<file path="src/rtl/dmem_arbiter.sv">
// Round-robin arbiter sharing one four-bank byte-lane data memory between a core LSU (A)
// and a debug/loader port (B). One registered access every two cycles; loads return after one cycle.

module dmem_lane (
    input  logic in_range,
    input  logic we,
    input  logic be,
    output logic wr_en,
    output logic rd_en
);
    assign wr_en = in_range & we & be;
    assign rd_en = in_range & ~we;
endmodule

module dmem_arbiter #(
    parameter int          ADDR_WIDTH = 13,
    parameter int unsigned MEM_WORDS  = 2**(ADDR_WIDTH-3)
) (
    input  logic                  CLK,
    input  logic                  RST,
    input  logic                  A_REQ,
    input  logic                  A_WE,
    input  logic [ADDR_WIDTH-1:0] A_ADDR,
    input  logic [3:0]            A_BE,
    input  logic [31:0]           A_WDATA,
    output logic                  A_GNT,
    output logic                  A_RVALID,
    output logic [31:0]           A_RDATA,
    output logic                  A_ERR,
    input  logic                  B_REQ,
    input  logic                  B_WE,
    input  logic [ADDR_WIDTH-1:0] B_ADDR,
    input  logic [3:0]            B_BE,
    input  logic [31:0]           B_WDATA,
    output logic                  B_GNT,
    output logic                  B_RVALID,
    output logic [31:0]           B_RDATA,
    output logic                  B_ERR,
    output logic [ADDR_WIDTH-1:0] MEM_W_ADDR,
    output logic [ADDR_WIDTH-1:0] MEM_R_ADDR,
    output logic [3:0]            MEM_WRITE_EN,
    output logic [3:0]            MEM_READ_EN,
    output logic [31:0]           MEM_DIN,
    input  logic [31:0]           MEM_DOUT
);
    localparam int NUM_LANES = 4;
    localparam int VEC_W     = 8;
    localparam int IDX_W     = ADDR_WIDTH - 2;

    typedef enum logic {IDLE, ACCESS} state_t;

    typedef struct packed {
        logic                                we;
        logic [IDX_W-1:0]                    idx;
        logic [NUM_LANES-1:0]                be;
        logic [NUM_LANES-1:0][VEC_W-1:0]     wdata;
    } req_t;

    state_t               state;
    logic                 last_b;
    logic                 own_b_q;
    logic                 we_q;
    logic                 oor_q;
    logic                 pick_b;
    logic                 in_range;
    req_t                 req_a, req_b, req_w;
    logic [NUM_LANES-1:0] lane_wr, lane_rd;

    always_comb begin
        req_a    = '{we: A_WE, idx: A_ADDR[ADDR_WIDTH-1:2], be: A_BE, wdata: A_WDATA};
        req_b    = '{we: B_WE, idx: B_ADDR[ADDR_WIDTH-1:2], be: B_BE, wdata: B_WDATA};
        // On a tie the requester that did not win last time goes first.
        pick_b   = B_REQ && (!A_REQ || !last_b);
        req_w    = pick_b ? req_b : req_a;
        in_range = (32'(req_w.idx) < MEM_WORDS);
    end

    for (genvar i = 0; i < NUM_LANES; i++) begin : g_lane
        dmem_lane u_lane (
            .in_range (in_range),
            .we       (req_w.we),
            .be       (req_w.be[i]),
            .wr_en    (lane_wr[i]),
            .rd_en    (lane_rd[i])
        );
    end

    always_ff @(posedge CLK) begin
        if (RST) begin
            state        <= IDLE;
            last_b       <= 1'b1;
            own_b_q      <= 1'b0;
            we_q         <= 1'b0;
            oor_q        <= 1'b0;
            A_GNT        <= 1'b0;
            A_RVALID     <= 1'b0;
            A_RDATA      <= '0;
            A_ERR        <= 1'b0;
            B_GNT        <= 1'b0;
            B_RVALID     <= 1'b0;
            B_RDATA      <= '0;
            B_ERR        <= 1'b0;
            MEM_W_ADDR   <= '0;
            MEM_R_ADDR   <= '0;
            MEM_WRITE_EN <= '0;
            MEM_READ_EN  <= '0;
            MEM_DIN      <= '0;
        end else begin
            A_GNT    <= 1'b0;
            B_GNT    <= 1'b0;
            A_RVALID <= 1'b0;
            B_RVALID <= 1'b0;
            A_ERR    <= 1'b0;
            B_ERR    <= 1'b0;
            case (state)
                IDLE: begin
                    if (A_REQ || B_REQ) begin
                        last_b       <= pick_b;
                        own_b_q      <= pick_b;
                        we_q         <= req_w.we;
                        oor_q        <= !in_range;
                        A_GNT        <= !pick_b;
                        B_GNT        <= pick_b;
                        MEM_R_ADDR   <= {req_w.idx, 2'b00};
                        MEM_W_ADDR   <= {req_w.idx, 2'b00};
                        MEM_DIN      <= req_w.wdata;
                        MEM_READ_EN  <= lane_rd;
                        MEM_WRITE_EN <= lane_wr;
                        state        <= ACCESS;
                    end
                end
                ACCESS: begin
                    // Banks updated MEM_DOUT on the falling edge inside the access cycle.
                    MEM_READ_EN  <= '0;
                    MEM_WRITE_EN <= '0;
                    state        <= IDLE;
                    if (!we_q) begin
                        if (own_b_q) begin
                            B_RDATA  <= oor_q ? 32'h0 : MEM_DOUT;
                            B_RVALID <= 1'b1;
                        end else begin
                            A_RDATA  <= oor_q ? 32'h0 : MEM_DOUT;
                            A_RVALID <= 1'b1;
                        end
                    end
                    A_ERR <= oor_q && !own_b_q;
                    B_ERR <= oor_q && own_b_q;
                end
                default: state <= IDLE;
            endcase
        end
    end
endmodule

</file>
<file path="config.mk">
export PLATFORM = sky130hd
export DESIGN_NAME = dmem_arbiter
export DESIGN_NICKNAME = d
export VERILOG_FILES = /design/src/rtl/dmem_arbiter.sv
export SDC_FILE = /design/constraint.sdc
export NUM_CORES = 1
export LEC_CHECK = 0
export CAP_MARGIN = 40
export CORE_MARGIN = 8
export CORE_UTILIZATION = 39
export CTS_CLUSTER_DIAMETER = 100
export DETAILED_ROUTE_END_ITERATION = 6
export PLACE_DENSITY = 0.79
export SYNTH_ARGS = -nofsm -noshare
export SYNTH_HDL_FRONTEND = slang
export SYNTH_SLANG_ARGS = --single-unit
</file>
<file path="constraint.sdc">
create_clock -name CLK -period 1.5 [get_ports CLK]
set_input_delay 0.3 -clock CLK [delete_from_list [all_inputs] [get_ports CLK]]
set_output_delay 0.3 -clock CLK [all_outputs]
set_load 0.05 [all_outputs]
</file>
# After elaboration in Yosys (flattened, before gate mapping)

Cells that the tools add are included.

Flip-flop bits (word level): 126
Bits of input ports: 136
Output and inout bits: 136
Word-level logic and storage cells: 56

$lt $le $gt $ge: 1
Equal/unequal tests: 1
Muxes and demuxes: 10
Bitwise operators: 11
Reductions and logical operators: 16

Operators with widths:

| cell                 | count |
|---|---|
| $mux 48              | 1 |
| $mux 32              | 1 |
| $pmux 4 s2           | 2 |
| $lt 11x11->1 const B | 1 |
| $mux 4               | 2 |
| $and 1x1->1          | 6 |
| $reduce_and 3->1     | 2 |
| $reduce_or 3->1      | 2 |
| $logic_not 1->1      | 5 |
| $not 1->1            | 5 |
| $logic_and 1x1->1    | 3 |
| $mux 1               | 3 |
| $logic_or 1x1->1     | 2 |
| $ne 2x2->1 const B   | 1 |
| $pmux 1 s2           | 1 |
| $reduce_and 2->1     | 1 |
| $reduce_or 2->1      | 1 |

# Depth between registers and ports, before layout

Word-level depth: 9
Gate-level depth with buffers: 6
Depth with buffers taken out: 3

# Cells and area by module

A second synthesis with hierarchy kept.

Cell total of the unflattened synthesis: 663
Area, all modules: 5,348.9 sq um

By module, submodules not included:

| module       | instances | cells each | area each (sq um) | sequential area each (sq um) |
|---|---|---|---|---|
| dmem_arbiter | 1         | 655        | 5,283.8           | 2,502.4 |
| dmem_lane    | 4         | 2          | 16.3              | 0.0 |

# Worst setup path before layout

Ideal clock, no wire load.

Path kind: reg2reg
Start: register we_q
End: register A_RDATA[10]
Setup time: 0.132 ns
Data arrival time: 1.197 ns
Required time: 1.368 ns
Setup slack: 0.171 ns
Cell stages (with the launch flop): 6
Path buffers: 2
Period minus slack after synthesis: 1.329 ns
Path through: dfxtp_1 > or3b_2 > clkbuf_1 > buf_2 > nand2_1 > a21oi_1

Longest elaborated chain between the ends: 2

Ends and longest elaborated chain:

| item                              | RTL line | text |
|---|---|---|
| from (decl)                       | 62       | `logic we_q;` |
| from (signal assigned)            | 120      | `we_q <= req_w.we;` |
| $not 1->1 (no source line)        | n/a      |  |
| $reduce_and 3->1 (no source line) | n/a      |  |
| to (signal assigned)              | 142      | `A_RDATA <= oor_q ? 32'h0 : MEM_DOUT;` |
| to (decl)                         | 28       | `output logic [31:0] A_RDATA,` |

Every way passes these cells.
A chain may end at the register's enable or synchronous reset.

==> metrics.md <==
| Metric | Value |
|---|---|
| Outcome | finished, final reports clean |
| Adder-cell share of the synthesized area | 0% |
| Period utilisation layout | 94.6% |
| Synth Flop Type | dfxtp_1 |
| Fin area | 10100 sq um |
| Vias in the first global route | 5752 |
| Slew Limit Headroom | 57.6% |
| Post-synth EDFFs | 0 |
| Dominant cell type by area after synthesis | dfxtp_1 |
| Mean Syn Cell Area | 8.44 sq um |
| Worst path arrival time | 1.12 ns |
| Max FO, Critical Path | 19 |
| Placeable Area | 13300 sq um |
| Crit path capture type | output pin |
| CP peak stage delay | between 0.3 and 0.4 ns |
| Synth warnings | 0 |
| Clk_lat worst skew | 0.40 ns |
| Post-Synth Simple-Gate Area | 25.8% |
| Syn-to-layout area delta | 89.8% |
| Synth Area in Compound Gates | approximately a fifth |
| Mapped Cells | 633 |
| Fmax | roughly 0.70 GHz |
| Non-Filler Instances | about 1100 |
| Post-DP HPWL | 14600 um |
| Root Buffer | clkbuf_16 |
| Setup CP Type | reg -> out |
| Drt drc | 0 |
| CP delay by family, top | flip-flops |
| Initial core utilization | 40.2% |
| Placed cells | 1036 |
| Async SR Flop Fraction | 0% |
| Chip Width | ~130 um |
| Register area share after synthesis | 45.7% |
| N_diodes | 0 |
| Max_cap viols | 0 |
| Initial antenna violation count | 0 |
| DIE AREA | 17700 sq um |
| DRT iter0 DRCs | 310 |
| Final nets | 1017 |
| Routed Antenna Nets | 0 |
| CP startpoint kind | flip-flop |
| Hold WS | 0.409 ns |
| Area share of the largest cell type after synthesis | 45.7% |
| Pre-CTS setup slack | -0.464 ns |
| Post-synth cell types | 34 |
| Sink Count | 122 |
| Final Routed Wirelength | 19600 um |
| Hold Path Class | in -> reg |
| Worst-margin pin slew | between 0.6 and 0.7 ns |
| Worst path most repeated cell | buf_12 |
| Hold Violations, Final | 0 |
| Main combinational cell family by area after synthesis | simple AND/OR/NAND/NOR gates |
| Synth Area in XOR/XNOR | 0% |
| Placed cell area | ~9400 sq um |
| Largest net degree at the start of global routing | between 50 and 60 |
| Layout cells sized above 1 | 27.5% |
| Chip Height | between 100 and 150 um |
| Total iterations of the first detailed-routing run | 5 |
| # rows | 42 |
| FF+latch count, synth | 122 |
| Post-DR vias/cell | between 5 and 6 |
| Setup violations, final | 0 |
| Pwr Density | 1100 nW/um^2 |
| Clock tree buffer depth | 2 |
| Synth top area cells | dfxtp_1 (46%), nand2_1 (15%), a311oi_2 (11%), a21oi_1 (6.0%), nor2b_1 (3.7%) |
| RSZ-0062 raised after global routing | no |
| GPL Wtd Cong | approximately 0.80 |
| CP bufs+invs | 2 |
| VDD IR-drop max | 645 uV |
| Final Max Slew Viols | 0 |
| GR Util All Layers | between 20 and 25% |
| CTS Buf Count | 17 |
| CTS H-Tree Depth | 4 |
| Hold-fix buffers at CTS | 0 |
| CTS tree | done |
| Netlist Area Pre-Place | roughly 5300 sq um |
| Clock transition at path regs | 0.05 ns |
| First-pass GRT wire length | 30600 um |
| Crit path cell chain | buf_12, buf_12 |
| Final worst slack | ~0.081 ns |
| Leak | 0.00392 uW |
| Via count | about 5400 |
| GRT Residual Overflow | 0 |
| IO Count | 272 |
| Wire per inst | 18.3 um |
| Slowest stage cell, crit path | dfxtp_2 |
| Port bufs | 263 |
| Final Util | 76.2% |
| Mux cell area share after synthesis | 0.187% |
| Crit path time final | 1.42 ns |
| Worst Path Required | 1.20 ns |
| Layout Skew | about 0.0078 ns |
layout make-up:
type                       count  area [sq um]
clock buffer                  24           512
clock inverter                 6           134
fill                         829          3160
inverter                       2          7.51
multi-input combinational    443          2480
sequential                   122          2450
tap                          176           220
timing repair buffer         295          4340
report_power, final:
group / switching, uW / leakage [uW] / total [uW] / internal (uW)
registers: 239 / 0.00100 / 3680 / 3440
logic: 1560 / 0.00260 / 3050 / 1490
clock network: 1390 / 0.000318 / 4420 / 3030
worst paths after layout:
kind	from	to	slack, ns	cells after the start
min reg2reg	A_RDATA[1]$_SDFFE_PP0P_	A_RDATA[1]$_SDFFE_PP0P_	0.49	2
max reg2reg	state$_SDFF_PP0_	A_RDATA[6]$_SDFFE_PP0P_	0.09	4
min	RST	MEM_DIN[27]$_SDFFE_PP0P_	0.41	3
max	oor_q$_SDFFE_PP0P_	MEM_W_ADDR[12]	0.08	2
registers in the layout, summed over array words and instances (netlist names):
register and cells:
A_RDATA 32, B_RDATA 32, MEM_DIN 32, MEM_R_ADDR 10, MEM_WRITE_EN 4, A_ERR 1
A_GNT 1, A_RVALID 1, B_ERR 1, B_GNT 1, B_RVALID 1, MEM_READ_EN 1
last_b 1, oor_q 1, own_b_q 1, state 1, we_q 1
kinds of logic after synthesis:
family                 Yosys count
flip-flops                     122
AO/OA/AOI/OAI                  118
other                            1
buffers and inverters           71
AND/OR/NAND/NOR                320
multiplexers                     1
metal layers:
metal | track usage (%) | share of wire (%) | up-vias | wire length, um
met4 | 7.82 | 2.1 | 0 | 412
met3 | 8.25 | 10 | 35 | 2000
met2 | 38.0 | 51 | 272 | 9950
li1 | - | - | 2576 | -
met5 | 0 | 0 | - | 0
met1 | 23.1 | 37 | 2565 | 7200
cell usage after synthesis (2+ instances only):
library cell and n:
nand2_1 217, nand2b_1 3, dfxtp_1 122, a221o_1 4, nor4_4 2, clkbuf_1 19
nor2_1 52, a311oi_2 39, and2_1 4, buf_4 25, inv_1 2, a311oi_1 5
nor2b_1 32, buf_6 9, buf_2 16, a21oi_1 64
tightest hold or removal path: stages:
cell and delay (ns):
buf_4 0.12, buf_4 0.28, a311oi_2 0.05
stage by stage:
| step | power, uW | setup TNS (ns) |
|---|---|---|
| after floorplan | 5200 | 0 |
| after detailed placement | 6780 | -18.18 |
| after global routing | 11500 | 0 |
| after CTS | 11200 | 0 |
| after global placement | 6720 | -15.22 |
| final | 11200 | 0 |
cells in the final DEF (no fill, tap or decap), types with 2 or more instances in the layout:
cell	count
buf_4	22
nor2b_1	32
nor2_1	52
clkbuf_16	18
a311oi_1	4
and2_1	4
bufinv_16	4
a311oi_2	40
inv_1	2
nand2_1	217
dfxtp_1	119
clkbuf_8	6
a221o_1	4
a21oi_1	64
clkdlybuf4s50_1	128
nor4_4	2
dfxtp_2	3
conb_1	4
buf_12	142
nand2b_1	3
repair_timing:
| item | in CTS | in global routing |
|---|---|---|
| gates cloned | 0 | 1 |
| setup buffers | 1 | 0 |
| gates resized for setup | 2 | 4 |
| endpoints found under the setup margin | 5 | 37 |
(Power assumes the default switching activity.)
